## src/rtl/rpl_lease_client.sv

```systemverilog
// rpl_lease_client: per-port client sequencer for the resource pool lock.
// Queues issue-tagged jobs, requests a resource for the head job, launches it
// on grant, holds the lease until the resource reports done, then releases.
// rpl_out_o is packed as {req, req_issue_id[ID_WIDTH-1:0], release_lock}.
// Optional feature macro: RPL_LEASE_TIMEOUT_EN (abandon requests that starve).
module rpl_lease_client #(
    parameter int unsigned ID_WIDTH       = 8,
    parameter int unsigned NUM_RESOURCES  = 4,
    parameter int unsigned RES_ID_WIDTH   = (NUM_RESOURCES > 1) ? $clog2(NUM_RESOURCES) : 1,
    parameter int unsigned FIFO_DEPTH     = 4,
    parameter int unsigned TIMEOUT_CYCLES = 64
) (
    input  logic                    clk,
    input  logic                    rst_n,
    input  logic                    job_valid_i,
    output logic                    job_ready_o,
    input  logic [ID_WIDTH-1:0]     job_issue_id_i,
    output logic [ID_WIDTH+1:0]     rpl_out_o,
    input  logic                    grant_i,
    input  logic [RES_ID_WIDTH-1:0] alloc_id_i,
    output logic                    res_start_o,
    output logic [RES_ID_WIDTH-1:0] res_sel_o,
    output logic [ID_WIDTH-1:0]     res_issue_id_o,
    input  logic                    res_done_i,
    output logic                    job_done_o,
    output logic [ID_WIDTH-1:0]     job_done_id_o,
    output logic                    job_abort_o,
    output logic                    lease_lost_o,
    output logic                    busy_o
);

    localparam int unsigned PTR_W = $clog2(FIFO_DEPTH);
    localparam int unsigned CNT_W = PTR_W + 1;

    typedef struct packed {
        logic                req;
        logic [ID_WIDTH-1:0] req_issue_id;
        logic                release_lock;
    } rpl_req_t;

`ifdef RPL_LEASE_TIMEOUT_EN
    localparam int unsigned WAIT_W = (TIMEOUT_CYCLES > 1) ? $clog2(TIMEOUT_CYCLES) : 1;
    typedef enum logic [2:0] {S_IDLE, S_REQ, S_HOLD, S_RELEASE, S_DROP} state_t;
`else
    typedef enum logic [1:0] {S_IDLE, S_REQ, S_HOLD, S_RELEASE} state_t;
`endif

    // Elaboration-time parameter sanity checks
    if (FIFO_DEPTH < 2 || (FIFO_DEPTH & (FIFO_DEPTH - 1)) != 0) begin : g_bad_depth
        $error("FIFO_DEPTH must be a power of two >= 2");
    end
    if (TIMEOUT_CYCLES < 1) begin : g_bad_timeout
        $error("TIMEOUT_CYCLES must be >= 1");
    end
    if (NUM_RESOURCES < 1) begin : g_bad_pool
        $error("NUM_RESOURCES must be >= 1");
    end

    logic [ID_WIDTH-1:0] mem_q [FIFO_DEPTH];
    logic [PTR_W-1:0]    wr_ptr_q, rd_ptr_q;
    logic [CNT_W-1:0]    count_q;
    logic                full, empty, push, pop;
    logic [ID_WIDTH-1:0] head_id;

    state_t                  state_q, state_d;
    rpl_req_t                rpl_q, rpl_d;
    logic                    res_start_q, res_start_d;
    logic [RES_ID_WIDTH-1:0] res_sel_q, res_sel_d;
    logic [ID_WIDTH-1:0]     res_issue_id_q, res_issue_id_d;
    logic                    job_done_q, job_done_d;
    logic [ID_WIDTH-1:0]     job_done_id_q, job_done_id_d;
    logic                    lease_lost_q, lease_lost_d;
`ifdef RPL_LEASE_TIMEOUT_EN
    logic                    job_abort_q, job_abort_d;
    logic [WAIT_W-1:0]       wait_q, wait_d;
`endif

    assign full    = (count_q == CNT_W'(FIFO_DEPTH));
    assign empty   = (count_q == '0);
    assign push    = job_valid_i && !full;
    assign head_id = mem_q[rd_ptr_q];

    // Job queue pointers and occupancy
    always_ff @(posedge clk) begin
        if (!rst_n) begin
            wr_ptr_q <= '0;
            rd_ptr_q <= '0;
            count_q  <= '0;
        end else begin
            if (push) wr_ptr_q <= wr_ptr_q + PTR_W'(1);
            if (pop)  rd_ptr_q <= rd_ptr_q + PTR_W'(1);
            case ({push, pop})
                2'b10:   count_q <= count_q + CNT_W'(1);
                2'b01:   count_q <= count_q - CNT_W'(1);
                default: count_q <= count_q;
            endcase
        end
    end

    // Job queue storage; contents need no reset since occupancy gates reads
    always_ff @(posedge clk) begin
        if (push) mem_q[wr_ptr_q] <= job_issue_id_i;
    end

    // Next state and next registered outputs; outputs describe the state being entered
    always_comb begin
        state_d        = state_q;
        rpl_d          = '0;
        res_start_d    = 1'b0;
        res_sel_d      = res_sel_q;
        res_issue_id_d = res_issue_id_q;
        job_done_d     = 1'b0;
        job_done_id_d  = job_done_id_q;
        lease_lost_d   = lease_lost_q;
        pop            = 1'b0;
`ifdef RPL_LEASE_TIMEOUT_EN
        job_abort_d    = 1'b0;
        wait_d         = wait_q;
`endif
        case (state_q)
            S_IDLE: begin
                if (!empty) begin
                    state_d            = S_REQ;
                    rpl_d.req          = 1'b1;
                    rpl_d.req_issue_id = head_id;
`ifdef RPL_LEASE_TIMEOUT_EN
                    wait_d             = '0;
`endif
                end
            end
            S_REQ: begin
                rpl_d.req          = 1'b1;
                rpl_d.req_issue_id = head_id;
                if (grant_i) begin
                    state_d        = S_HOLD;
                    res_start_d    = 1'b1;
                    res_sel_d      = alloc_id_i;
                    res_issue_id_d = head_id;
                end
`ifdef RPL_LEASE_TIMEOUT_EN
                else if (wait_q == WAIT_W'(TIMEOUT_CYCLES - 1)) begin
                    state_d       = S_DROP;
                    rpl_d         = '0;
                    job_abort_d   = 1'b1;
                    job_done_id_d = head_id;
                end else begin
                    wait_d = wait_q + WAIT_W'(1);
                end
`endif
            end
            S_HOLD: begin
                rpl_d.req          = 1'b1;
                rpl_d.req_issue_id = head_id;
                if (!grant_i) lease_lost_d = 1'b1;
                if (res_done_i) begin
                    state_d            = S_RELEASE;
                    rpl_d.req          = 1'b0;
                    rpl_d.release_lock = 1'b1;
                    job_done_d         = 1'b1;
                    job_done_id_d      = head_id;
                end
            end
            S_RELEASE: begin
                pop     = 1'b1;
                state_d = S_IDLE;
            end
`ifdef RPL_LEASE_TIMEOUT_EN
            S_DROP: begin
                pop     = 1'b1;
                state_d = S_IDLE;
            end
`endif
            default: state_d = S_IDLE;
        endcase
    end

    // State and output registers
    always_ff @(posedge clk) begin
        if (!rst_n) begin
            state_q        <= S_IDLE;
            rpl_q          <= '0;
            res_start_q    <= 1'b0;
            res_sel_q      <= '0;
            res_issue_id_q <= '0;
            job_done_q     <= 1'b0;
            job_done_id_q  <= '0;
            lease_lost_q   <= 1'b0;
`ifdef RPL_LEASE_TIMEOUT_EN
            job_abort_q    <= 1'b0;
            wait_q         <= '0;
`endif
        end else begin
            state_q        <= state_d;
            rpl_q          <= rpl_d;
            res_start_q    <= res_start_d;
            res_sel_q      <= res_sel_d;
            res_issue_id_q <= res_issue_id_d;
            job_done_q     <= job_done_d;
            job_done_id_q  <= job_done_id_d;
            lease_lost_q   <= lease_lost_d;
`ifdef RPL_LEASE_TIMEOUT_EN
            job_abort_q    <= job_abort_d;
            wait_q         <= wait_d;
`endif
        end
    end

    assign job_ready_o    = !full;
    assign busy_o         = (state_q != S_IDLE) || !empty;
    assign rpl_out_o      = rpl_q;
    assign res_start_o    = res_start_q;
    assign res_sel_o      = res_sel_q;
    assign res_issue_id_o = res_issue_id_q;
    assign job_done_o     = job_done_q;
    assign job_done_id_o  = job_done_id_q;
    assign lease_lost_o   = lease_lost_q;
`ifdef RPL_LEASE_TIMEOUT_EN
    assign job_abort_o    = job_abort_q;
`else
    assign job_abort_o    = 1'b0;
`endif

endmodule

```

## config.mk

```make
export PLATFORM = sky130hd
export DESIGN_NAME = rpl_lease_client
export DESIGN_NICKNAME = d
export VERILOG_FILES = /design/src/rtl/rpl_lease_client.sv
export SDC_FILE = /design/constraint.sdc
export NUM_CORES = 1
export LEC_CHECK = 0
export BUFFER_PORTS_ARGS = -buffer_cell sky130_fd_sc_hd__buf_2
export CORE_ASPECT_RATIO = 0.7
export CORE_MARGIN = 3
export CORE_UTILIZATION = 45
export CTS_BUF_LIST = sky130_fd_sc_hd__clkbuf_4 sky130_fd_sc_hd__clkbuf_8 sky130_fd_sc_hd__clkbuf_16
export DETAILED_ROUTE_END_ITERATION = 10
export GPL_ROUTABILITY_DRIVEN = 1
export PLACE_DENSITY = 0.62
export SLEW_MARGIN = 10
export SYNTH_ARGS = -nofsm -noshare
export SYNTH_HDL_FRONTEND = slang
export SYNTH_SLANG_ARGS = --single-unit
```

## constraint.sdc

```tcl
create_clock -name clk -period 4.5 [get_ports clk]
set_input_delay 0.45 -clock clk [delete_from_list [all_inputs] [get_ports clk]]
set_output_delay 0.45 -clock clk [all_outputs]
set_load 0.1 [all_outputs]
```

==> metrics.md, run 1 <==
| Metric | Value |
|---|---|
| Status | `completed` |
| CP max FO | `7` |
| Setup crit start kind | `flip-flop` |
| Reg clk slew, reported paths | `around 80 ps` |
| Initial antenna violation count | `0` |
| # resized after CTS | `0` |
| Final setup violation count | `0` |
| DP HPWL | `3960 microns` |
| Vias | `1,904` |
| WHS Endpoint | `mem_q[1][0]$_DFFE_PP_` |
| Post-CTS setup buffers | `0` |
| Achievable Freq | `474 MHz` |
| Cell Rows | `24` |
| RD Place Congestion | `roughly 0.8` |
| Hold Startpoint | `job_issue_id_i[0]` |
| Clock Latency Late Sink | `350 ps` |
| Vias per cell | `4.84` |
| Final hold slack | `317 ps` |
| Diodes inserted | `0` |
| Total wire length | `around 5700 microns` |
| Die Width | `104 microns` |
| Share of the synthesized area in the top cell type | `0.320` |
| Clock root cell | `clkbuf_8` |
| Syn_area_per_cell | `11.9 sq um` |
| Number of buffers created by CTS | `9` |
| 1st-iter DRT viols | `61` |
| First-pass GRT wire length | `~9000 microns` |
| Antenna-violating nets left | `0` |
| WP data required | `4780 ps` |
| Worst endpoint data arrival time | `around 2400 ps` |
| Flop2flop setup slack | `about 2400 ps` |
| Worst min path class | `in -> reg` |
| Grt ovf | `0` |
| Fin cells | `393` |
| TritonCTS clock tree | `built` |
| R2R depth | `9` |
| Fraction of layout cells with a size suffix above 1 | `0.275` |
| Total design power | `2.19 mW` |
| Hold Violations, Final | `0` |
| Synth Warn # | `0` |
| Synth area leaders | `edfxtp_1, dfxtp_1, mux2_2` |
| Final Max Slew Viols | `0` |
| P&R area growth vs syn | `17.4%` |
| Number of H-tree levels | `3` |
| Clock Sinks | `73` |
| Sequential area share after synthesis | `0.593` |
| Worst R2R Start | `count_q[0]$_SDFFE_PN0P_` |
| 1st-pass router iterations | `4` |
| LEAKAGE | `1.51 nW` |
| Worst slew pin tran | `~740 ps` |
| Core footprint | `6340 sq um` |
| RSZ-0062 raised after global routing | `false` |
| Cells after synthesis | `252` |
| Final #Nets | `323` |
| Top Ports | `49` |
| Hold Path Stages | `1` |
| #FFs+latches synth | `73` |
| Clock buffer depth | `2` |
| Min Tclk post-route | `around 2100 ps` |
| Die footprint | `7710 sq um` |
| All-Layer GR Usage | `0.154` |
| IO Port Bufs | `47` |
| Setup TNS Final | `0 ps` |
| Routed len/inst | `14.5 microns` |
| Number of global-route vias before repair | `1,714` |
| Starting Density | `0.475` |
| Fin crit share | `0.468` |
| Reg-to-reg critical path endpoint | `count_q[2]$_SDFFE_PN0P_` |
| Clock skew | `7.30 ps` |
| PwrDens | `~620 nW/um^2` |
| Critical Path Sink Type | `flip-flop` |
| # hold bufs at CTS | `0` |
| Top cell type by total area after synthesis | `edfxtp_1` |
| Synth cell types | `39` |
| Placed cells | `377` |
| Syn Nets | `between 200 and 300` |
| Maximum capacitance violations | `0` |
| Pin count of the biggest net entering global routing | `34` |
| Worst slew margin | `0.504` |
| Fin util | `0.557` |
| Vert. Die Dim | `74.4 microns` |
| Critical path class | `reg -> reg` |
| Residual DRC count | `0` |
| Synth Cell Area | `about 3000 sq um` |
| Peak supply drop | `0.243 mV` |
[worst max-delay path by stage]
stage,from,end,slack [ps],cells after the start
after global placement,job_valid_i,count_q[2]$_SDFFE_PN0P_,2410,9
final,count_q[0]$_SDFFE_PN0P_,count_q[2]$_SDFFE_PN0P_,2390,9
after global routing,count_q[0]$_SDFFE_PN0P_,count_q[2]$_SDFFE_PN0P_,2130,9
after CTS,count_q[0]$_SDFFE_PN0P_,count_q[2]$_SDFFE_PN0P_,2380,9
after detailed placement,job_valid_i,count_q[2]$_SDFFE_PN0P_,2350,9
after floorplan,job_valid_i,count_q[2]$_SDFFE_PN0P_,2570,8
[cell usage after synthesis (all sizes together)]
library cell,number
buf,9
o311ai,1
dfxtp,41
or3,1
nand2,29
o221ai,8
nand4,1
o31a,2
a21boi,5
ha,10
mux2,16
inv,25
xor2,2
nand3,10
and4,1
nor2,9
and2,9
a22oi,8
clkbuf,4
o311a,1
a211oi,9
nor3,1
and4b,1
conb,1
fa,1
mux2i,3
o21ai,2
and3,2
xnor2,2
nand4b,1
edfxtp,32
o21a,2
nor2b,3
[cells in the final DEF (no fill, tap or decap), types with 2 or more instances in the layout]
master / count
a211oi_1: 8
a22oi_1: 8
edfxtp_1: 32
clkbuf_4: 2
ha_1: 10
mux2_2: 16
inv_1: 25
o21a_1: 2
clkbuf_8: 9
nor2b_1: 3
nand3_1: 10
xnor2_1: 2
xor2_1: 2
nor2_1: 9
o221ai_1: 8
nand2_1: 29
dfxtp_1: 41
mux2i_1: 3
bufinv_16: 2
buf_2: 47
o21ai_0: 2
and3_1: 2
clkbuf_16: 2
and2_1: 9
a21boi_0: 3
o31a_1: 2
[registers in the layout (all words and copies together) (netlist names), named ones only]
register / cells
job_done_id_o: 8
res_sel_o: 2
job_done_o: 1
lease_lost_o: 1
count_q: 3
rpl_out_o: 9
res_start_o: 1
res_issue_id_o: 8
mem_q: 32
state_q: 2
wr_ptr_q: 2
rd_ptr_q: 2
[logic make-up (layout without fill, tap and decap cells)]
logic type | after synthesis | in the layout | synth area share
AO/OA/AOI/OAI | 38 | 38 | 0.107
buffers and inverters | 38 | 88 | 0.0587
XOR/XNOR | 4 | 4 | 0.0117
AND/OR/NAND/NOR | 68 | 68 | 0.110
flip-flops | 73 | 73 | 0.593
multiplexers | 19 | 19 | 0.0699
other | 1 | 1 | 0.00125
adder cells (fa/ha/maj) | 11 | 11 | 0.0483
[worst max-delay path: stages, from the launching register on]
cell and delay, ps:
dfxtp_1 410, nor2_1 90, a21boi_1 450, inv_1 90, ha_1 240, inv_1 70
fa_1 170, xor2_1 70, or3_1 300, a21boi_0 160
[metrics by stage]
stage	cell area (sq um)	setup slack, ps
3_3_place_gp	3270	2410
2_1_floorplan	3010	2570
6_report	3530	2390
3_5_place_dp	3270	2350
4_1_cts	3530	2380
5_1_grt	3530	2130
[report_power, final]
part	switching (mW)	total [mW]	internal, mW
Sequential	0.0432	0.817	0.774
Clock	0.241	0.634	0.393
Combinational	0.590	0.734	0.144
[routing by layer]
| layer | global-route usage | part of all wire | vias to the layer above |
|---|---|---|---|
| li1 | - | - | 969 |
| met1 | 0.226 | 0.53 | 876 |
| met2 | 0.204 | 0.39 | 52 |
| met3 | 0.0642 | 0.067 | 7 |
| met4 | 0.0487 | 0.0088 | 0 |
| met5 | 0 | 0 | - |
[final cells by class]
cell class                      instances  area [sq um]
Tap cell                               91           114
Inverter                               25          93.8
Clock inverter                          3          68.8
Sequential cell                        73          1780
Timing Repair Buffer                   47           235
Clock buffer                           13           189
Multi-Input combinational cell        141          1050
Fill cell                             537          2810
Note: power is estimated with default switching activity, not from simulation.
==> run 2, diff against run 1 <==
Settings changed: PLACE_DENSITY 0.62 to 0.64.
Clock period 4.5 ns to 1.7 ns, I/O delays scaled along.
==> run 2 against run 1 <==
The run now ends with setup timing left; worst hold slack worse by 280 ps; non-clock buffer count up 15; combinational power rose to 3.0 times the previous value; power rose to 2.6 times the previous value; critical path type unchanged.
==> metrics.md, run 2 (synthesis results as in run 1) <==
| Metric | Value |
|---|---|
| Final #Nets | `approximately 340` |
| Commonest cells after routing, fill and taps aside | `buf_2, dfxtp_1, edfxtp_1` |
| Clock skew | `11.8 ps` |
| Initial antenna violation count | `0` |
| Vert. Die Dim | `74.4 microns` |
| Total wire length | `5910 microns` |
| Number of global-route vias before repair | `between 1,500 and 2,000` |
| Pin count of the biggest net entering global routing | `17` |
| Residual DRC count | `0` |
| Clock Sinks | `73` |
| Die Width | `104 microns` |
| Setup TNS Final | `-42.3 ps` |
| All-Layer GR Usage | `0.161` |
| 1st-iter DRT viols | `60` |
| Clock root cell | `clkbuf_8` |
| Maximum capacitance violations | `0` |
| Starting Density | `0.475` |
| Worst min path class | `in -> reg` |
| Fraction of layout cells with a size suffix above 1 | `0.328` |
| Achievable Freq | `574 MHz` |
| PwrDens | `1560 nW/um^2` |
| Setup crit start kind | `flip-flop` |
| Failing checks | `setup timing` |
| Fin crit share | `1.02` |
| Antenna-violating nets left | `0` |
| Vias per cell | `4.86` |
| First-pass GRT wire length | `approximately 9600 microns` |
| Most flops, register | `mem_q` |
| RSZ-0062 raised after global routing | `true` |
| Number of H-tree levels | `3` |
| Top Ports | `49` |
| Hold Violations, Final | `0` |
| P&R area growth vs syn | `20.7%` |
| Reg clk slew, reported paths | `80 ps` |
| TritonCTS clock tree | `built` |
| 1st-pass router iterations | `5` |
| IO Port Bufs | `47` |
| Critical path class | `reg -> reg` |
| LEAKAGE | `1.56 nW` |
| Min Tclk post-route | `1740 ps` |
| Peak supply drop | `roughly 0.65 mV` |
| Final worst slack | `-42.3 ps` |
| Filler cell count | `around 570` |
| Clock Latency Late Sink | `around 350 ps` |
| Cell Rows | `24` |
| Final setup violation count | `1` |
| Routed len/inst | `14.5 microns` |
| # hold bufs at CTS | `0` |
| Commonest non-fill, non-tap cell in the layout | `buf_2` |
| Clock buffer depth | `2` |
| Vias | `1,984` |
| Core footprint | `roughly 6300 sq um` |
| Die footprint | `7710 sq um` |
| Critical Path Sink Type | `flip-flop` |
| Number of buffers created by CTS | `9` |
| Final hold slack | `approximately 35 ps` |
| Final Max Slew Viols | `0` |
| Status | `finished, violations left` |
| Worst endpoint data arrival time | `2030 ps` |
| Max FFs per register | `32` |
| Diodes inserted | `0` |
| Grt ovf | `0` |
| DP HPWL | `4140 microns` |
| RD Place Congestion | `between 0.7 and 0.8` |
| WP data required | `just under 2000 ps` |
| CP max FO | `2` |
-- run 2: changes by cell type in the layout (fill, tap and decap cells not counted), moves of 2 or more --
cell,previous run,this run
buf_4,0,14
buf_12,0,2
clkbuf_16,2,0
clkbuf_4,2,0
clkinv_1,0,2
clkinvlp_4,0,2
dfxtp_1,41,39
dfxtp_2,0,2
ha_1,10,8
ha_2,0,2
-- run 2: worst paths after layout --
| kind | from | end | slack [ps] | depth (start not counted) |
|---|---|---|---|---|
| setup reg to reg | count_q[1]$_SDFFE_PN0P_ | count_q[2]$_SDFFE_PN0P_ | -40 | 9 |
| setup / recovery | count_q[1]$_SDFFE_PN0P_ | count_q[2]$_SDFFE_PN0P_ | -40 | 9 |
| hold reg to reg | job_done_id_o[7]$_SDFFE_PN0P_ | job_done_id_o[7]$_SDFFE_PN0P_ | 440 | 2 |
| hold / removal | job_issue_id_i[4] | mem_q[3][4]$_DFFE_PP_ | 40 | 1 |
-- run 2: metal layers --
metal,track usage,part of all wire,up-vias
met5,0,0,-
met4,0.0501,0.0071,0
met3,0.0668,0.070,6
met2,0.217,0.39,59
met1,0.235,0.54,913
li1,-,-,1006
-- run 2: power by group --
part,internal (mW),switching [mW],total (mW)
Sequential,2.05,0.0837,2.14
Clock,0.675,0.659,1.33
Combinational,0.554,1.64,2.19
-- run 2: repair_timing --
| item | in CTS | in global routing |
|---|---|---|
| setup buffers | 0 | 1 |
| setup endpoints to repair | 1 | 5 |
| pin swaps | 0 | 1 |
| gates resized for setup | 2 | 2 |
-- run 2: critical path, cell delays in order, from the launching register on --
cell and delay, ps:
dfxtp_2 330, nor2_4 110, a21boi_2 70, inv_1 60, ha_2 180, inv_2 40
fa_2 320, xor2_1 150, or3_1 300, a21boi_1 110
-- run 2: final cells by class --
type | count | area, sq um | share of cell area
timing repair buffer | 62 | 375 | 0.103
clock buffer | 9 | 124 | 0.0341
clock inverter | 7 | 70.1 | 0.0193
inverter | 25 | 93.8 | 0.0259
tap | 91 | 114 | 0.0314
sequential | 73 | 1780 | 0.492
multi-input combinational | 141 | 1070 | 0.294
-- run 2: per-stage QoR --
stage | utilization | power, mW | worst slack, ps | instance area (sq um) | cells
floorplan | - | 3.86 | -62.3 | 3020 | 252
global placement | 0.538 | 4.29 | -26.6 | 3410 | 391
detailed placement | 0.538 | 4.30 | -55.9 | 3410 | 391
CTS | 0.569 | 5.65 | -49.5 | 3610 | 407
global route | 0.573 | 5.92 | -153 | 3630 | 408
finish | 0.573 | 5.66 | -42.3 | 3630 | 408
